File: config.mk
export PLATFORM = sky130hd
export DESIGN_NAME = pc_sequencer
export DESIGN_NICKNAME = d
export VERILOG_FILES = /design/src/rtl/pc_sequencer.sv
export SDC_FILE = /design/constraint.sdc
export NUM_CORES = 1
export LEC_CHECK = 0
export BUFFER_PORTS_ARGS = -buffer_cell sky130_fd_sc_hd__buf_2
export CELL_PAD_IN_SITES_DETAIL_PLACEMENT = 0
export CELL_PAD_IN_SITES_GLOBAL_PLACEMENT = 1
export CORE_UTILIZATION = 42
export CTS_CLUSTER_DIAMETER = 120
export DETAILED_ROUTE_END_ITERATION = 7
export GPL_TIMING_DRIVEN = 0
export PLACE_DENSITY_LB_ADDON = 0.15
export SYNTH_ARGS = -nofsm -noshare
export SYNTH_HDL_FRONTEND = slang
export SYNTH_SLANG_ARGS = --single-unit
File: constraint.sdc
create_clock -name clk_i -period 5.1 [get_ports clk_i]
set_input_delay 0.765 -clock clk_i [delete_from_list [all_inputs] [get_ports clk_i]]
set_output_delay 0.765 -clock clk_i [all_outputs]
set_load 0.02 [all_outputs]
File: src/rtl/pc_sequencer.sv
// pc_sequencer: owns the core fetch PC and reset, with run/halt control, stall watchdog and run-cycle counter.
module pc_sequencer #(
  parameter int unsigned                  DATA_WIDTH   = 64,
  parameter logic [DATA_WIDTH-1:0]        RESET_VECTOR = 'h8000_0000,
  parameter int unsigned                  RST_CYCLES   = 2,
  parameter int unsigned                  STALL_LIMIT  = 1024
) (
  input  logic                  clk_i,
  input  logic                  rst_ni,
  input  logic                  run_i,
  input  logic                  halt_req_i,
  input  logic [DATA_WIDTH-1:0] resume_pc_i,
  input  logic [DATA_WIDTH-1:0] new_pc_i,
  input  logic [7:0]            exceptions_i,
  output logic [DATA_WIDTH-1:0] pc_o,
  output logic                  core_rst_o,
  output logic                  halted_o,
  output logic [2:0]            halt_cause_o,
  output logic [DATA_WIDTH-1:0] halt_pc_o,
  output logic [63:0]           cycle_cnt_o
);
  localparam int unsigned RCW = $clog2(RST_CYCLES + 1);
  localparam int unsigned WDW = $clog2(STALL_LIMIT + 1);
  localparam logic [RCW-1:0] RC_MAX = RCW'(RST_CYCLES - 1);
  localparam logic [WDW-1:0] WD_MAX = WDW'(STALL_LIMIT - 1);
  typedef enum logic [2:0] {S_RESET, S_IDLE, S_RUN, S_DRAIN, S_HALTED} state_e;
  state_e                state_q, state_d;
  logic [RCW-1:0]        rst_cnt_q, rst_cnt_d;
  logic [WDW-1:0]        wd_cnt_q, wd_cnt_d;
  logic [DATA_WIDTH-1:0] pc_q, pc_d, halt_pc_q, halt_pc_d;
  logic                  core_rst_q, core_rst_d, halted_q, halted_d;
  logic [2:0]            cause_q, cause_d, code;
  logic [63:0]           cyc_q, cyc_d;
  logic                  stall, wd_evt, evt, run_st, unused_exc;
  assign unused_exc = ^exceptions_i[7:5];
  assign run_st = state_q == S_RUN;
  assign stall  = new_pc_i == pc_q;
  assign wd_evt = stall && wd_cnt_q == WD_MAX;
  // Lowest exception bit wins, then watchdog, then the external request.
  assign code = exceptions_i[0] ? 3'd1 : exceptions_i[1] ? 3'd2 : exceptions_i[2] ? 3'd3 :
                exceptions_i[3] ? 3'd4 : exceptions_i[4] ? 3'd5 : wd_evt ? 3'd6 :
                halt_req_i ? 3'd7 : 3'd0;
  assign evt = code != 3'd0;
  always_ff @(posedge clk_i or negedge rst_ni) begin
    if (!rst_ni) begin
      state_q    <= S_RESET;
      rst_cnt_q  <= '0;
      wd_cnt_q   <= '0;
      pc_q       <= RESET_VECTOR;
      halt_pc_q  <= '0;
      core_rst_q <= 1'b1;
      halted_q   <= 1'b0;
      cause_q    <= '0;
      cyc_q      <= '0;
    end else begin
      state_q    <= state_d;
      rst_cnt_q  <= rst_cnt_d;
      wd_cnt_q   <= wd_cnt_d;
      pc_q       <= pc_d;
      halt_pc_q  <= halt_pc_d;
      core_rst_q <= core_rst_d;
      halted_q   <= halted_d;
      cause_q    <= cause_d;
      cyc_q      <= cyc_d;
    end
  end
  always_comb begin
    state_d = state_q;
    case (state_q)
      S_RESET:  state_d = (rst_cnt_q == RC_MAX) ? S_IDLE : S_RESET;
      S_IDLE:   state_d = run_i ? S_RUN : S_IDLE;
      S_RUN:    state_d = evt ? S_DRAIN : S_RUN;
      S_DRAIN:  state_d = S_HALTED;
      S_HALTED: state_d = run_i ? S_RUN : S_HALTED;
      default:  state_d = S_RESET;
    endcase
  end
  always_comb begin
    rst_cnt_d  = (state_q == S_RESET) ? rst_cnt_q + 1'b1 : '0;
    wd_cnt_d   = (run_st && stall) ? wd_cnt_q + 1'b1 : '0;
    pc_d       = (state_q == S_IDLE) ? RESET_VECTOR :
                 run_st ? (evt ? pc_q : new_pc_i) :
                 (state_q == S_HALTED) ? (run_i ? resume_pc_i : halt_pc_q) : pc_q;
    core_rst_d = state_d != S_RUN;
    halted_d   = state_d == S_HALTED;
    cause_d    = (run_st && evt) ? code : (state_q == S_HALTED && run_i) ? 3'd0 : cause_q;
    halt_pc_d  = (run_st && evt) ? pc_q : halt_pc_q;
    cyc_d      = run_st ? cyc_q + 64'd1 : cyc_q;
  end
  assign pc_o         = pc_q;
  assign core_rst_o   = core_rst_q;
  assign halted_o     = halted_q;
  assign halt_cause_o = cause_q;
  assign halt_pc_o    = halt_pc_q;
  assign cycle_cnt_o  = cyc_q;
endmodule

==> results.md, run 1 <==
- Status: finished clean
- P_leak: approximately 7 nW
- Placed Area: 12,570 um2
- Post-route setup TNS: 0 ns
- Avg WL per Cell: between 20 and 25 um
- Required time worst endpoint: ~5.5 ns
- Startpoint Class: register
- Synth Area per Inst: between 10 and 15 um2
- Clk network pwr share: 0.236
- Comb pwr share: 0.408
- ANT nets after route: 0
- # clock sinks: ~210
- Worst-Margin Slew: between 0.8 and 0.9 ns
- # resized after CTS: 0
- Share of layout cells above drive strength 1: 0.3143
- Final instance area: about 13,000 um2
- Final Hold Fails: 0
- Critical Path End Type: register
- Root Driver: clkbuf_16
- Initial Util: 0.4290
- Most frequent cell after synthesis: dfrtp_1
- Register area share after synthesis: 0.5097
- Top Family by Delay on Critical Path: simple AND/OR/NAND/NOR gates
- Die height: between 150 and 200 um
- Crit. Startpoint: pc_o[46]
- Switch Pwr: between 3 and 4 mW
- Slew HR: 0.4423
- Syn Nets: between 1k and 1.5k
- Num CTS Buffers: 25
- Syn Inst Count: about 940
- Slew Viols, Final: 0
- Max Cap Viol: 0
- Crit path cell chain: xor2_1, nor4_1, nand4_1, nor4_4, nand2_2, a31oi_1, buf_4, buf_6, mux2_1
- GRT Total Usage: 0.2567
- Number of synthesized flops with an enable pin: 0
- CP max-delay cell: nor4_4
- Clock transition at path regs: roughly 0.060 ns
- Largest net degree at the start of global routing: roughly 110
- Peak supply drop: ~0.37 mV
- Max incr delay on CP: about 0.53 ns
- Final nets: 1,440
- TritonRoute pass-1 iters: 7
- Cell Area, Synth: ~10,000 um2
- Unrepaired setup endpoints after global routing: no
- CTS tree: yes
- Initial antenna violation count: 6
- HPWL after DPL: around 25,000 um
- Synth area leader: dfrtp_1
- Synth Flop Type: dfrtp_1
- Layout area overhead: 27.97%
- Tightest Hold Check Type: in -> async
- First-pass GRT wire length: 50,780 um
- Postcts setup bufs: 0
- H-tree Lvls: 1
- CP max FO: 10
- Worst Skew: around 0.011 ns
- Clk_lat worst skew: around 0.53 ns
- Buf/Inv on CP: 2
- Number of port buffers: 332
- Yosys reg bits: about 210
- Fmax: 313.0 MHz
- Starting DRT DRC Count: between 400 and 500
- Worst r2r src: pc_o[46]
- Post-route DRC: 0
- CTS Hold Bufs: 0
- I/O Pins: ~340
- Final setup fails: 0
- Yosys top cell area share: 0.5047
- Max clock buf depth: 3
- PwrDens: approximately 560 nW/um2
- Yosys warns: 0
- Seq pwr share: 0.356
- Post-synthesis cell type count: slightly above 40
- Asr flop ratio synth: 1.000
- CP Class: reg -> reg
- Top post-synthesis cells by area: dfrtp_1 (50%), xor2_1 (7.3%), mux2i_1 (6.2%)
- Vias per cell: ~5.2
- Fill cells: approximately 2.3k
- Vias: ~8.6k
- Vias in the first global route: about 8.6k
- P_int: roughly 4.4 mW
- Multi-input logic area: ~4800 um2
- Die Span X: 159.8 um
- Core box area: 24,390 um2
- Total die area: 25,550 um2
- Worst Path Arrival: approximately 3.6 ns
- Post-synth top cells: dfrtp_1 (211), nor2_1 (101), xor2_1 (87), a21oi_1 (67), mux2i_1 (65)
- Overflow after GRT: 0
- Register area: between 5000 and 6000 um2
- Min Tclk post-route: roughly 3.2 ns
- Row count: 57
- Worst hold slack: roughly 0.3 ns
- Final Cycle Share: 0.6265
- RePlAce Congestion: just over 0.8
- Sw Ratio: 0.4187
- Post-Route WL: approximately 33,000 um
-- final timing paths --
kind	endpoint	slack [ns]	depth (start not counted)
max in group asynchronous	halt_pc_o[51]	3.76	2
setup reg to reg	halt_pc_o[61]	1.90	9
hold reg to reg	rst_cnt_q[0]	0.44	1
min in group clk_i	rst_cnt_q[0]	0.44	1
hold / removal	cycle_cnt_o[4]	0.30	1
setup / recovery	halt_pc_o[61]	1.90	9
-- stage by stage --
stage / instances / utilization / setup WS [ns] / total power [mW]
final: 1642 / 0.5489 / 1.905 / 7.488
after global routing: 1640 / 0.5487 / 1.725 / 7.896
after CTS: 1638 / 0.5485 / 1.832 / 7.560
after detailed placement: 1594 / 0.5152 / 1.416 / 5.779
after global placement: 1593 / 0.5137 / -0.6480 / 5.742
after floorplan: 937 / - / 2.368 / 4.511
-- power groups by stage --
stage,Clock [mW],Sequential [mW],Combinational [mW]
2_1_floorplan,0,3.17,1.34
3_3_place_gp,0,2.68,3.06
3_5_place_dp,0,2.69,3.09
4_1_cts,1.80,2.67,3.09
5_1_grt,1.86,2.75,3.29
6_report,1.77,2.67,3.05
-- worst reg2reg max path: cells and delay by family (launching register included) --
| family | cells | cell delay [ns] |
|---|---|---|
| and+or+nand+nor | 4 | 1.37 |
| buffers and inverters | 2 | 0.52 |
| xor gates and xnor gates | 1 | 0.21 |
| muxes | 1 | 0.36 |
| DFF | 1 | 0.42 |
| AOI/OAI and AO/OA | 1 | 0.20 |
-- registers in the layout (all words and copies together) (netlist names), 2 cells and up --
name / flops
halt_cause_o: 3
cycle_cnt_o: 64
pc_o: 64
rst_cnt_q: 2
wd_cnt_q: 11
state_q: 3
halt_pc_o: 64
-- area by class of cell --
cell class / instances / area share
sequential: 213 / 0.3983
multi-input combinational: 670 / 0.3621
timing repair buffer: 333 / 0.1269
clock buffer: 43 / 0.05999
tap: 324 / 0.03028
buffer: 49 / 0.01962
inverter: 5 / 0.001402
antenna: 4 / 0.0007476
clock inverter: 1 / 0.0006541
-- cell families (layout without fill, tap and decap cells) --
kind of cell / Yosys count / after routing / share of synthesized area
adders and majority gates: 3 / 3 / 0.003588
muxes: 129 / 129 / 0.1311
DFF: 213 / 213 / 0.5097
AOI/OAI and AO/OA: 149 / 149 / 0.09759
other: 0 / 4 / 0
and+or+nand+nor: 253 / 253 / 0.1173
buffers and inverters: 54 / 431 / 0.02691
xor gates and xnor gates: 136 / 136 / 0.1138
-- layer usage --
| metal | vias up | part of all wire | GRT usage |
|---|---|---|---|
| met5 | - | 0.00061 | 0 |
| met4 | 4 | 0.021 | 0.06104 |
| met3 | 46 | 0.066 | 0.05948 |
| met2 | 277 | 0.48 | 0.4327 |
| met1 | 4239 | 0.43 | 0.3345 |
| li1 | 4050 | - | - |
-- cell usage in the layout (no fill, tap or decap), types with 25 or more instances in the layout --
cell type and n:
clkbuf_16 25, a21oi_1 67, nand2_1 37, xor2_1 87
nor2_1 101, dfrtp_1 211, clkbuf_1 29, nand3_1 30
buf_2 340, o2bb2ai_1 63, xnor2_1 49, mux2_1 49
mux2i_1 65
No activity file was read; power rests on OpenSTA's default activity.
==> run 2, diff against run 1 <==
- CORE_UTILIZATION: 42 -> 36
- clock period: 5.1 -> 2.91 ns (I/O delays scaled with it)
==> results.md, run 2 (synthesis gave the netlist of run 1 again) <==
- Status: finished clean
- Die height: 172.5 um
- Clock transition at path regs: around 0.06 ns
- Non-Filler Instances: 1,707
- Final nets: between 1k and 1.5k
- Final Hold Fails: 0
- Worst Path Arrival: 3.23 ns
- P_leak: ~7 nW
- Worst-Margin Slew: 0.8557 ns
- Final setup fails: 0
- Most common cell on crit path: buf_4
- TritonRoute pass-1 iters: 5
- Vias: 8,540
- GRT Total Usage: 0.2241
- Initial Util: 0.3655
- H-tree Lvls: 1
- PwrDens: 980.5 nW/um2
- Avg WL per Cell: 20.17 um
- Vias per cell: ~5
- First-pass GRT wire length: 49,890 um
- HPWL after DPL: ~26,000 um
- Power Total: around 13 mW
- Startpoint Class: register
- Max clock buf depth: 3
- I/O Pins: around 340
- Buf/Inv on CP: 4
- Worst Skew: about 0.0098 ns
- Num CTS Buffers: 25
- Crit path cell chain: xor2_1, nor4_2, nand4_1, nor4_4, buf_4, buf_4, o211a_1, a21boi_4, buf_4, buf_6, o2bb2ai_1
- RePlAce Congestion: 0.8252
- Die Span X: about 170 um
- Slew Viols, Final: 0
- Fill cells: around 2.8k
- Clk_lat worst skew: about 0.53 ns
- Core box area: 28,630 um2
- CP max FO: 10
- Most common cell after layout, fill and taps aside: buf_2
- CTS tree: yes
- Worst hold slack: between 0.15 and 0.2 ns
- Slew HR: 0.4295
- Total die area: 29,750 um2
- Peak supply drop: 0.5176 mV
- CP Class: reg -> reg
- Max Cap Viol: 0
- Unrepaired setup endpoints after global routing: yes
- Top Family by Delay on Critical Path: simple AND/OR/NAND/NOR gates
- Min Tclk post-route: between 2 and 3 ns
- Tightest Hold Check Type: in -> reg
- Max incr delay on CP: between 0.4 and 0.5 ns
- Post-route setup TNS: 0 ns
- Root Driver: clkbuf_16
- Fmax: approximately 360 MHz
- ANT nets after route: 0
- Post-Route WL: between 30,000 and 40,000 um
- Placed Cells: around 1.7k
- Required time worst endpoint: 3.36 ns
- Final Cycle Share: 0.9552
- Share of layout cells above drive strength 1: 0.3250
- Overflow after GRT: 0
- Row count: 62
- Initial antenna violation count: 7
- Largest net degree at the start of global routing: 113
- Number of port buffers: 332
- Post-route DRC: 0
- # clock sinks: about 210
- Starting DRT DRC Count: around 400
- CP max-delay cell: dfrtp_1
- Critical Path End Type: register
- Layout area overhead: 30.04%
- Most frequent cells in the layout: buf_2 (338), dfrtp_1 (211), nor2_1 (101), xor2_1 (87), a21oi_1 (67)
- Reg2Reg Setup Slack: around 0.13 ns
- Vias in the first global route: around 8.3k
[run 2: cell types whose count changed in the layout (fill, tap and decap cells not counted), sizes merged]
cell and change:
dlygate4sd3 +1, diode -1, clkinv +6, clkbuf -5, bufinv +1, buf +3
[run 2: area by class of cell]
type | instances | area [um2] | share of cell area
flip-flops and latches | 213 | 5333 | 0.3919
multi-input cells | 670 | 4925 | 0.3620
repair buffers | 339 | 1747 | 0.1284
clock buffers | 38 | 724.4 | 0.05325
well taps | 384 | 480.5 | 0.03531
plain buffers | 47 | 301.5 | 0.02216
clock inverters | 8 | 68.82 | 0.005058
inverters | 5 | 18.77 | 0.001379
diodes | 3 | 7.507 | 0.0005518
[run 2: per-stage QoR]
step / utilization / setup WS [ns] / area, um2
floorplan: - / 0.4249 / 10460
global placement: 0.4403 / -2.666 / 12600
detailed placement: 0.4416 / -0.6434 / 12640
CTS: 0.4717 / 0.01085 / 13500
global route: 0.4752 / -0.01612 / 13600
finish: 0.4753 / 0.1305 / 13610
[run 2: timing repair]
action / CTS / global route
hold buffers: 1 / 0
hold endpoints to repair: 15 / 0
setup endpoints to repair: 141 / 125
pin swaps: 4 / 3
buffers inserted: 3 / 1
gates resized for setup: 7 / 20
cloned: 0 / 1
[run 2: worst paths after layout]
kind,from,end,depth (start not counted)
max reg2reg,pc_o[50],pc_o[14],11
max,pc_o[50],pc_o[14],11
min reg2reg,rst_cnt_q[0],rst_cnt_q[0],1
min,exceptions_i[0],halt_cause_o[1],2
max in group asynchronous,rst_ni,halt_pc_o[53],3
min in group asynchronous,rst_ni,cycle_cnt_o[3],2
[run 2: layer usage]
layer	up-vias	global-route usage	wire length (um)	share of wire
li1	4069	-	-	-
met1	4170	0.2945	14740	0.43
met2	248	0.3678	16370	0.48
met3	45	0.05585	2495	0.072
met4	8	0.05541	772	0.022
met5	-	0	52	0.0015
[run 2: where the power goes]
part | switching [mW] | leakage (nW) | internal, mW
clock network | 1.27 | 0.396 | 1.80
registers | 0.877 | 2.92 | 3.81
logic | 3.49 | 3.86 | 2.09
